===== src/rtl/seq_divider.sv =====
// -----------------------------------------------------------------------------
// seq_divider
//
// Sequential unsigned restoring divider. Each op produces one quotient bit per
// clock under a small IDLE -> ITER -> DONE control FSM. Operands are captured
// when start is seen in IDLE. The registered results are presented with a
// one-cycle ready pulse.
//
// Ports
//   clk          in   system clock, rising-edge active
//   rst          in   asynchronous reset, active-high
//   start        in   request a division (sampled only in IDLE)
//   dividend     in   [N-1:0] unsigned dividend, sampled with start
//   divisor      in   [N-1:0] unsigned divisor, sampled with start
//   quotient     out  [N-1:0] quotient of the last completed op (all ones on /0)
//   remainder    out  [N-1:0] remainder of the last completed op (dividend on /0)
//   busy         out  high from the accepting edge until the result is issued
//   ready        out  one-cycle pulse, results valid this cycle
//   div_by_zero  out  set with ready when the divisor was zero
//
// Latency: if start is accepted at edge k, ready is high in the cycle after
// edge k+N+1. For a zero divisor, ready is high in the cycle after edge k+1.
// -----------------------------------------------------------------------------
module seq_divider #(
  parameter int N = 8
) (
  input  logic         clk,
  input  logic         rst,
  input  logic         start,
  input  logic [N-1:0] dividend,
  input  logic [N-1:0] divisor,
  output logic [N-1:0] quotient,
  output logic [N-1:0] remainder,
  output logic         busy,
  output logic         ready,
  output logic         div_by_zero
);

  localparam int CW = $clog2(N + 1);

  typedef enum logic [1:0] {
    S_IDLE,
    S_ITER,
    S_DONE
  } state_t;

  state_t         r_state;
  logic [N-1:0]   r_rem;    // partial remainder R; always < D between steps
  logic [N-1:0]   r_quo;    // Q: dividend bits shift out, quotient bits shift in
  logic [N-1:0]   r_div;    // D: captured divisor
  logic [CW-1:0]  r_count;  // iterations still to run
  logic           r_dbz;    // captured divisor was zero

  // The shifted partial remainder {R,Q} << 1 needs N+1 bits. The trial
  // subtraction is N+1 bits wide, so its MSB is the borrow. A stored R is
  // always < D, so its own MSB is always zero and R is kept N bits wide.
  logic [N:0]     w_rem_sh;
  logic [N:0]     w_trial;
  logic [N-1:0]   w_quo_sh;

  assign w_rem_sh = {r_rem, r_quo[N-1]};
  assign w_trial  = w_rem_sh - {1'b0, r_div};
  assign w_quo_sh = r_quo << 1;

  // NOTE: every register here is state updated on the clock edge, so all
  // assignments are non-blocking; blocking ones would let later statements
  // see this cycle's new values and break the register semantics.
  always_ff @(posedge clk or posedge rst) begin
    if (rst) begin
      r_state     <= S_IDLE;
      r_rem       <= '0;
      r_quo       <= '0;
      r_div       <= '0;
      r_count     <= '0;
      r_dbz       <= 1'b0;
      quotient    <= '0;
      remainder   <= '0;
      busy        <= 1'b0;
      ready       <= 1'b0;
      div_by_zero <= 1'b0;
    end else begin
      ready <= 1'b0;
      unique case (r_state)
        S_IDLE: begin
          if (start) begin
            busy <= 1'b1;
            if (divisor == '0) begin
              // A zero divisor skips iteration. The dividend becomes the
              // remainder and the quotient is forced to all ones in DONE.
              r_rem   <= dividend;
              r_quo   <= '0;
              r_div   <= '0;
              r_count <= '0;
              r_dbz   <= 1'b1;
              r_state <= S_DONE;
            end else begin
              r_rem   <= '0;
              r_quo   <= dividend;
              r_div   <= divisor;
              r_count <= CW'(N);
              r_dbz   <= 1'b0;
              r_state <= S_ITER;
            end
          end
        end

        S_ITER: begin
          if (!w_trial[N]) begin
            // No borrow: the divisor fits, so keep the difference.
            r_rem <= w_trial[N-1:0];
            r_quo <= w_quo_sh | N'(1);
          end else begin
            r_rem <= w_rem_sh[N-1:0];
            r_quo <= w_quo_sh;
          end
          r_count <= r_count - CW'(1);
          if (r_count == CW'(1)) begin
            r_state <= S_DONE;
          end
        end

        S_DONE: begin
          quotient    <= r_dbz ? '1 : r_quo;
          remainder   <= r_rem;
          div_by_zero <= r_dbz;
          ready       <= 1'b1;
          busy        <= 1'b0;
          r_state     <= S_IDLE;
        end

        default: begin
          r_state <= S_IDLE;
          busy    <= 1'b0;
        end
      endcase
    end
  end

endmodule

===== config.mk =====
export PLATFORM = sky130hd
export DESIGN_NAME = seq_divider
export DESIGN_NICKNAME = d
export VERILOG_FILES = /design/src/rtl/seq_divider.sv
export SDC_FILE = /design/constraint.sdc
export NUM_CORES = 1
export LEC_CHECK = 0
export CAP_MARGIN = 25
export CORE_MARGIN = 1
export CORE_UTILIZATION = 25
export CTS_CLUSTER_SIZE = 12
export DETAILED_ROUTE_END_ITERATION = 6
export SYNTH_ARGS = -nofsm -noshare
export SYNTH_HDL_FRONTEND = slang
export SYNTH_SLANG_ARGS = --single-unit

===== constraint.sdc =====
create_clock -name clk -period 4.7 [get_ports clk]
set_input_delay 1.41 -clock clk [delete_from_list [all_inputs] [get_ports clk]]
set_output_delay 1.41 -clock clk [all_outputs]
set_load 0.01 [all_outputs]

==> impl_metrics.ini, run 1 <==
[outcome]
run_status = complete, no violations

[final_layout]
layout.nets = 331
num_antenna_cells = 0
layout-drive-gt1-share = 0.0861
area_growth_pct = 23.9

[worst_setup_path]
arrival_ns = 3.18
cp_slowest_cell = nor4_1
critical_path.endpoint_type = flip-flop
path_class = primary input to flip-flop
path_max_fanout = 9
r2r-start = r_quo[7]
path_cells = clkdlybuf4s50_1 > nor4_1 > and2_1 > nor2_1 > a221oi_1 > a21oi_1
crit_start = divisor[2]
start_kind = primary input
cp.required_ns = 4.89
cpPeakStageDelay_ns = 0.48

[detailed_routing]
drc = 0
drt_first_pass_iters = 4
wire_per_inst_um = 13.5
drt_iter0_drc = 90
viasPerCell = 4.70
vias = 2045
totalWireLength_mm = 5.88
ant_nets = 0

[die]
die_h_um = 104
die_width_um = 104
start_util = 0.261
design.die.area_sq_um = 10800
rows = 36
ios = 38
coreArea_sq_um = 9910

[yosys]
synthXorXnorAreaFrac = 0.0135
synth_top_area_share = 0.483
syn_avg_cell_area_sq_um = 9.70
synth_compound_area_frac = 0.189
async_flop_share = 1.00
ys_seq_area_frac = 0.483
synth_top_cell_by_area = dfrtp_1
synth.area.mux_share = 0.0681
postSynthCellCount = 267
synth_cell_types = 48
synth_fa_ha_area_frac = 0.0560
ys_ff_latch = 50
synth_fp_nets = 297
synth_ff_type = dfrtp_1
synth_simple_gate_area_frac = 0.143
yosys-top-cells-area = dfrtp_1, nand2_1, o21ai_0, ha_1, mux2_2
synth_warnings = 0
synth_edf_count = 0
netlist_area_sq_um = 2590
synth_top_family_by_area = compound AO/OA/AOI/OAI gates

[global_route]
antenna_found_initial = 0
gr-total-overflow = 0
grt_pass1_wl_mm = 9.77
grt_pass1_vias = 1963
grt_max_degree = 43
groute.usage.overall = 0.115

[cts]
hold_buffers = 0
post-cts-setup-buffers = 0
max-clock-path-buffers = 2
clock_sinks = 50
insertion_delay_ns = 0.30
cts_tree = yes
path_clk_slew_ns = 0.10
cts_buffers = 5
root_buffer = clkbuf_8
cts_resized = 0
cts-htree-levels = 2

[pwr]
swShare = 0.413
peakVddDrop_mv = 0.293
power.share.combinational = 0.545
p_leak_uw = 0.00139
power_frac_seq = 0.336
p_sw_uw = 932
p_per_area_nw_per_um2 = 703
p_int_uw = 1320
p_clk_frac = 0.120

[placement]
dp_hpwl_mm = 4.35
gp_congestion = 0.859
dp_slack_ns = 1.39
portBuffers = 37

[timing]
fmax_ghz = 0.335
skew_ns = 0.00841
finalCritPeriodShare = 0.635
setup-violations-final = 0
hold_viol = 0
relSlewSlack = 0.570
worst_slack_ns = 1.71
setup_tns_ns = 0
worstMarginPinSlew_ns = 0.645
rsz0062_at_grt = false
drv_slew = 0
post-route-min-period_ns = 2.99

[worst_hold_path]
worstHoldStart = quotient[6]
worstHoldPathType = flip-flop to flip-flop

[flow_run]
max_cap_violations = 0
-- stage by stage --
stage	instances	hold WS, ns	cell area [sq um]	power, uW	util
after floorplan	267	0.450	2590	1680	-
after global placement	425	0.460	3070	1960	0.310
after detailed placement	426	0.472	3090	1990	0.312
after CTS	434	0.495	3190	2270	0.322
after global routing	435	0.531	3210	2470	0.324
final	435	0.485	3210	2260	0.324
-- metal layers --
layer | GRT usage | share of wire | up-vias
met5 | 0 | 0 | -
li1 | - | - | 997
met2 | 0.184 | 0.46 | 72
met1 | 0.162 | 0.48 | 970
met4 | 0.0245 | 0.0061 | 0
met3 | 0.0214 | 0.051 | 6
-- area by class of cell --
class	instances	area (sq um)
flip-flops and latches	50	1250
fillers	1043	6700
well taps	133	166
repair buffers	40	413
clock buffers	6	82.6
multi-input cells	189	1220
clock inverters	2	17.5
inverters	15	56.3
-- sequential cells by signal (all words and copies together), names as in the netlist --
name / cells
r_div: 8
r_state: 2
ready: 1
r_count: 4
r_dbz: 1
quotient: 8
busy: 1
r_quo: 8
remainder: 8
div_by_zero: 1
r_rem: 8
-- cells by family (layout without fill, tap and decap cells) --
group / count (synthesis) / count (layout)
DFF: 50 / 50
adders and majority gates: 11 / 11
xor gates and xnor gates: 4 / 4
buffers and inverters: 28 / 63
and+or+nand+nor: 85 / 85
AOI/OAI and AO/OA: 73 / 73
muxes: 16 / 16
-- power groups by stage --
stage	clock network, uW	logic [uW]	registers (uW)
6_report	270	1230	757
5_1_grt	301	1380	788
4_1_cts	279	1230	760
3_5_place_dp	0	1230	767
3_3_place_gp	0	1200	763
2_1_floorplan	0	931	747
-- worst max-delay path, delay by kind of cell --
kind            cells  cell delay, ns
simple gates        3            0.95
buf+inv             1            0.42
compound gates      2            0.38
-- cell usage after synthesis, types with 3 or more instances --
cell       n
nor2b_1    5
nand2_1   49
o21ai_0   32
dfrtp_1   50
a22oi_1    7
mux2i_1    6
nand2b_1   3
a21oi_1    8
xor2_1     4
mux2_2     9
inv_1     15
nor2_1    17
ha_1      10
o221ai_1   4
o211ai_1   3
clkbuf_1   8
-- path summary, 6_finish.rpt --
| kind | end | slack (ns) | depth (start not counted) |
|---|---|---|---|
| worst max-delay path | r_quo[7] | 1.71 | 6 |
| worst min-delay path | quotient[6] | 0.48 | 2 |
| worst max register to register | r_rem[5] | 1.93 | 9 |
| worst min register to register | quotient[6] | 0.48 | 2 |
| max in group asynchronous | r_div[7] | 2.90 | 3 |
| min in group asynchronous | quotient[5] | 1.32 | 2 |
-- cell usage in the layout, fill, tap and decap left out, types with 3 or more instances in the layout --
cell,n
nor2_1,17
o221ai_1,4
clkbuf_8,6
xor2_1,4
o211ai_1,3
ha_1,10
a22oi_1,7
clkdlybuf4s50_1,37
nand2b_1,3
nand2_1,49
mux2i_1,6
a21oi_1,8
mux2_2,9
dfrtp_1,50
o21ai_0,32
inv_1,14
nor2b_1,5
No activity file was read; power rests on OpenSTA's default activity.
==> run 2: changes to the inputs <==
Clock period 4.7 ns to 2.4 ns, I/O delays scaled along.
==> impl_metrics.ini, run 2 (synthesis gave the netlist of run 1 again) <==
[final_layout]
layout-drive-gt1-share = 0.158
nFillCells = 1014
final_common_cell = dfrtp_1
num_antenna_cells = 0
area_growth_pct = 30.9
finish.utilization = 0.342
layout.nets = 351
final_cell_mix = dfrtp_1, nand2_1, clkdlybuf4s50_1, o21ai_0, buf_4
stdcell_count = 455

[detailed_routing]
totalWireLength_mm = 5.98
drc = 0
drt_iter0_drc = 95
wire_per_inst_um = 13.1
ant_nets = 0
vias = 2082
drt_first_pass_iters = 4
viasPerCell = 4.58

[worst_setup_path]
arrival_ns = 2.57
path_cells = inv_2 > ha_4 > inv_2 > fa_2 > a211oi_4 > o211ai_1 > a221o_2 > mux2_4 > o221ai_2
cp.required_ns = 2.64
cpPeakStageDelay_ns = 0.44
cp_slowest_cell = a221o_2
path_max_fanout = 6
path_class = flip-flop to flip-flop
start_kind = flip-flop
cpMostUsedCell = inv_2
critical_path.endpoint_type = flip-flop

[timing]
relSlewSlack = 0.675
drv_slew = 0
fmax_ghz = 0.428
worstMarginPinSlew_ns = 0.487
setup_tns_ns = 0
post-route-min-period_ns = 2.34
hold_viol = 0
skew_ns = 0.0103
rsz0062_at_grt = true
setup-violations-final = 0
finalCritPeriodShare = 0.974

[global_route]
groute.usage.overall = 0.119
gr-total-overflow = 0
grt_pass1_wl_mm = 10.3
grt_pass1_vias = 2055
antenna_found_initial = 0
grt_max_degree = 51

[placement]
portBuffers = 37
gp_congestion = 0.818
dp_hpwl_mm = 4.51
post-place-cells = 441

[cts]
hold_buffers = 0
cts-htree-levels = 2
cts_buffers = 5
root_buffer = clkbuf_8
clock_sinks = 50
cts_tree = yes
insertion_delay_ns = 0.31
max-clock-path-buffers = 2
path_clk_slew_ns = 0.10

[pwr]
p_per_area_nw_per_um2 = 1430
total_power_uw = 4840
peakVddDrop_mv = 0.524
p_leak_uw = 0.00149

[die]
design.die.area_sq_um = 10800
die_h_um = 104
coreArea_sq_um = 9910
die_width_um = 104
ios = 38
rows = 36
start_util = 0.261

[flow_run]
max_cap_violations = 0

[worst_hold_path]
worstHoldPathType = flip-flop to flip-flop

[outcome]
run_status = complete, no violations
-- run 2: cell count changes in the layout (fill, tap and decap cells not counted), sizes merged --
cell    before  now
bufinv       0    1
inv         15   16
buf          3   23
clkinv       2    1
clkbuf       6    5
-- run 2: final timing paths --
path                        startpoint            to  slack (ns)  depth (start not counted)
min in group asynchronous          rst   div_by_zero        0.77                          3
hold reg to reg            quotient[5]   quotient[5]        0.48                          2
hold / removal             quotient[5]   quotient[5]        0.48                          2
setup reg to reg              r_quo[7]      r_rem[0]        0.06                          9
max in group asynchronous          rst  remainder[7]        1.41                          3
setup / recovery              r_quo[7]      r_rem[0]        0.06                          9
-- run 2: repair_timing --
action / CTS / global route
pin swaps: 8 / 6
gates resized for setup: 5 / 2
buffers inserted: 5 / 1
gates cloned: 0 / 0
setup endpoints to repair: 8 / 9
-- run 2: metrics by stage --
| step | hold WS (ns) | worst slack (ns) | instance area [sq um] |
|---|---|---|---|
| floorplan | 0.450 | 0.0474 | 2590 |
| global placement | 0.463 | -0.0218 | 3210 |
| detailed placement | 0.472 | -0.0964 | 3210 |
| CTS | 0.495 | -0.0808 | 3380 |
| global route | 0.509 | -0.0622 | 3390 |
| finish | 0.483 | 0.0636 | 3390 |
-- run 2: worst max-delay path, delay by kind of cell, from the launching register on --
family / cells / cell delay [ns]
buffers and inverters: 2 / 0.11
DFF: 1 / 0.40
adders and majority gates: 2 / 0.49
muxes: 1 / 0.32
AOI/OAI and AO/OA: 4 / 0.95
-- run 2: per-layer routing --
metal,global-route usage,up-vias,wire [um]
met5,0,-,0
met4,0.0276,0,27
li1,-,1039,-
met2,0.180,59,2600
met3,0.0264,7,354
met1,0.172,977,3000
-- run 2: final cells by class --
cell class	instances	area, sq um	area share
repair buffers	60	563	0.166
multi-input cells	189	1240	0.365
inverters	15	56.3	0.0166
clock buffers	5	68.8	0.0203
flip-flops and latches	50	1250	0.369
well taps	133	166	0.0491
clock inverters	3	47.5	0.0140
-- run 2: power by group --
group          switching, uW  total (uW)  internal, uW
registers                280        1480          1200
clock network            302         619           316
logic                   1330        2740          1410
total                   1910        4840          2930
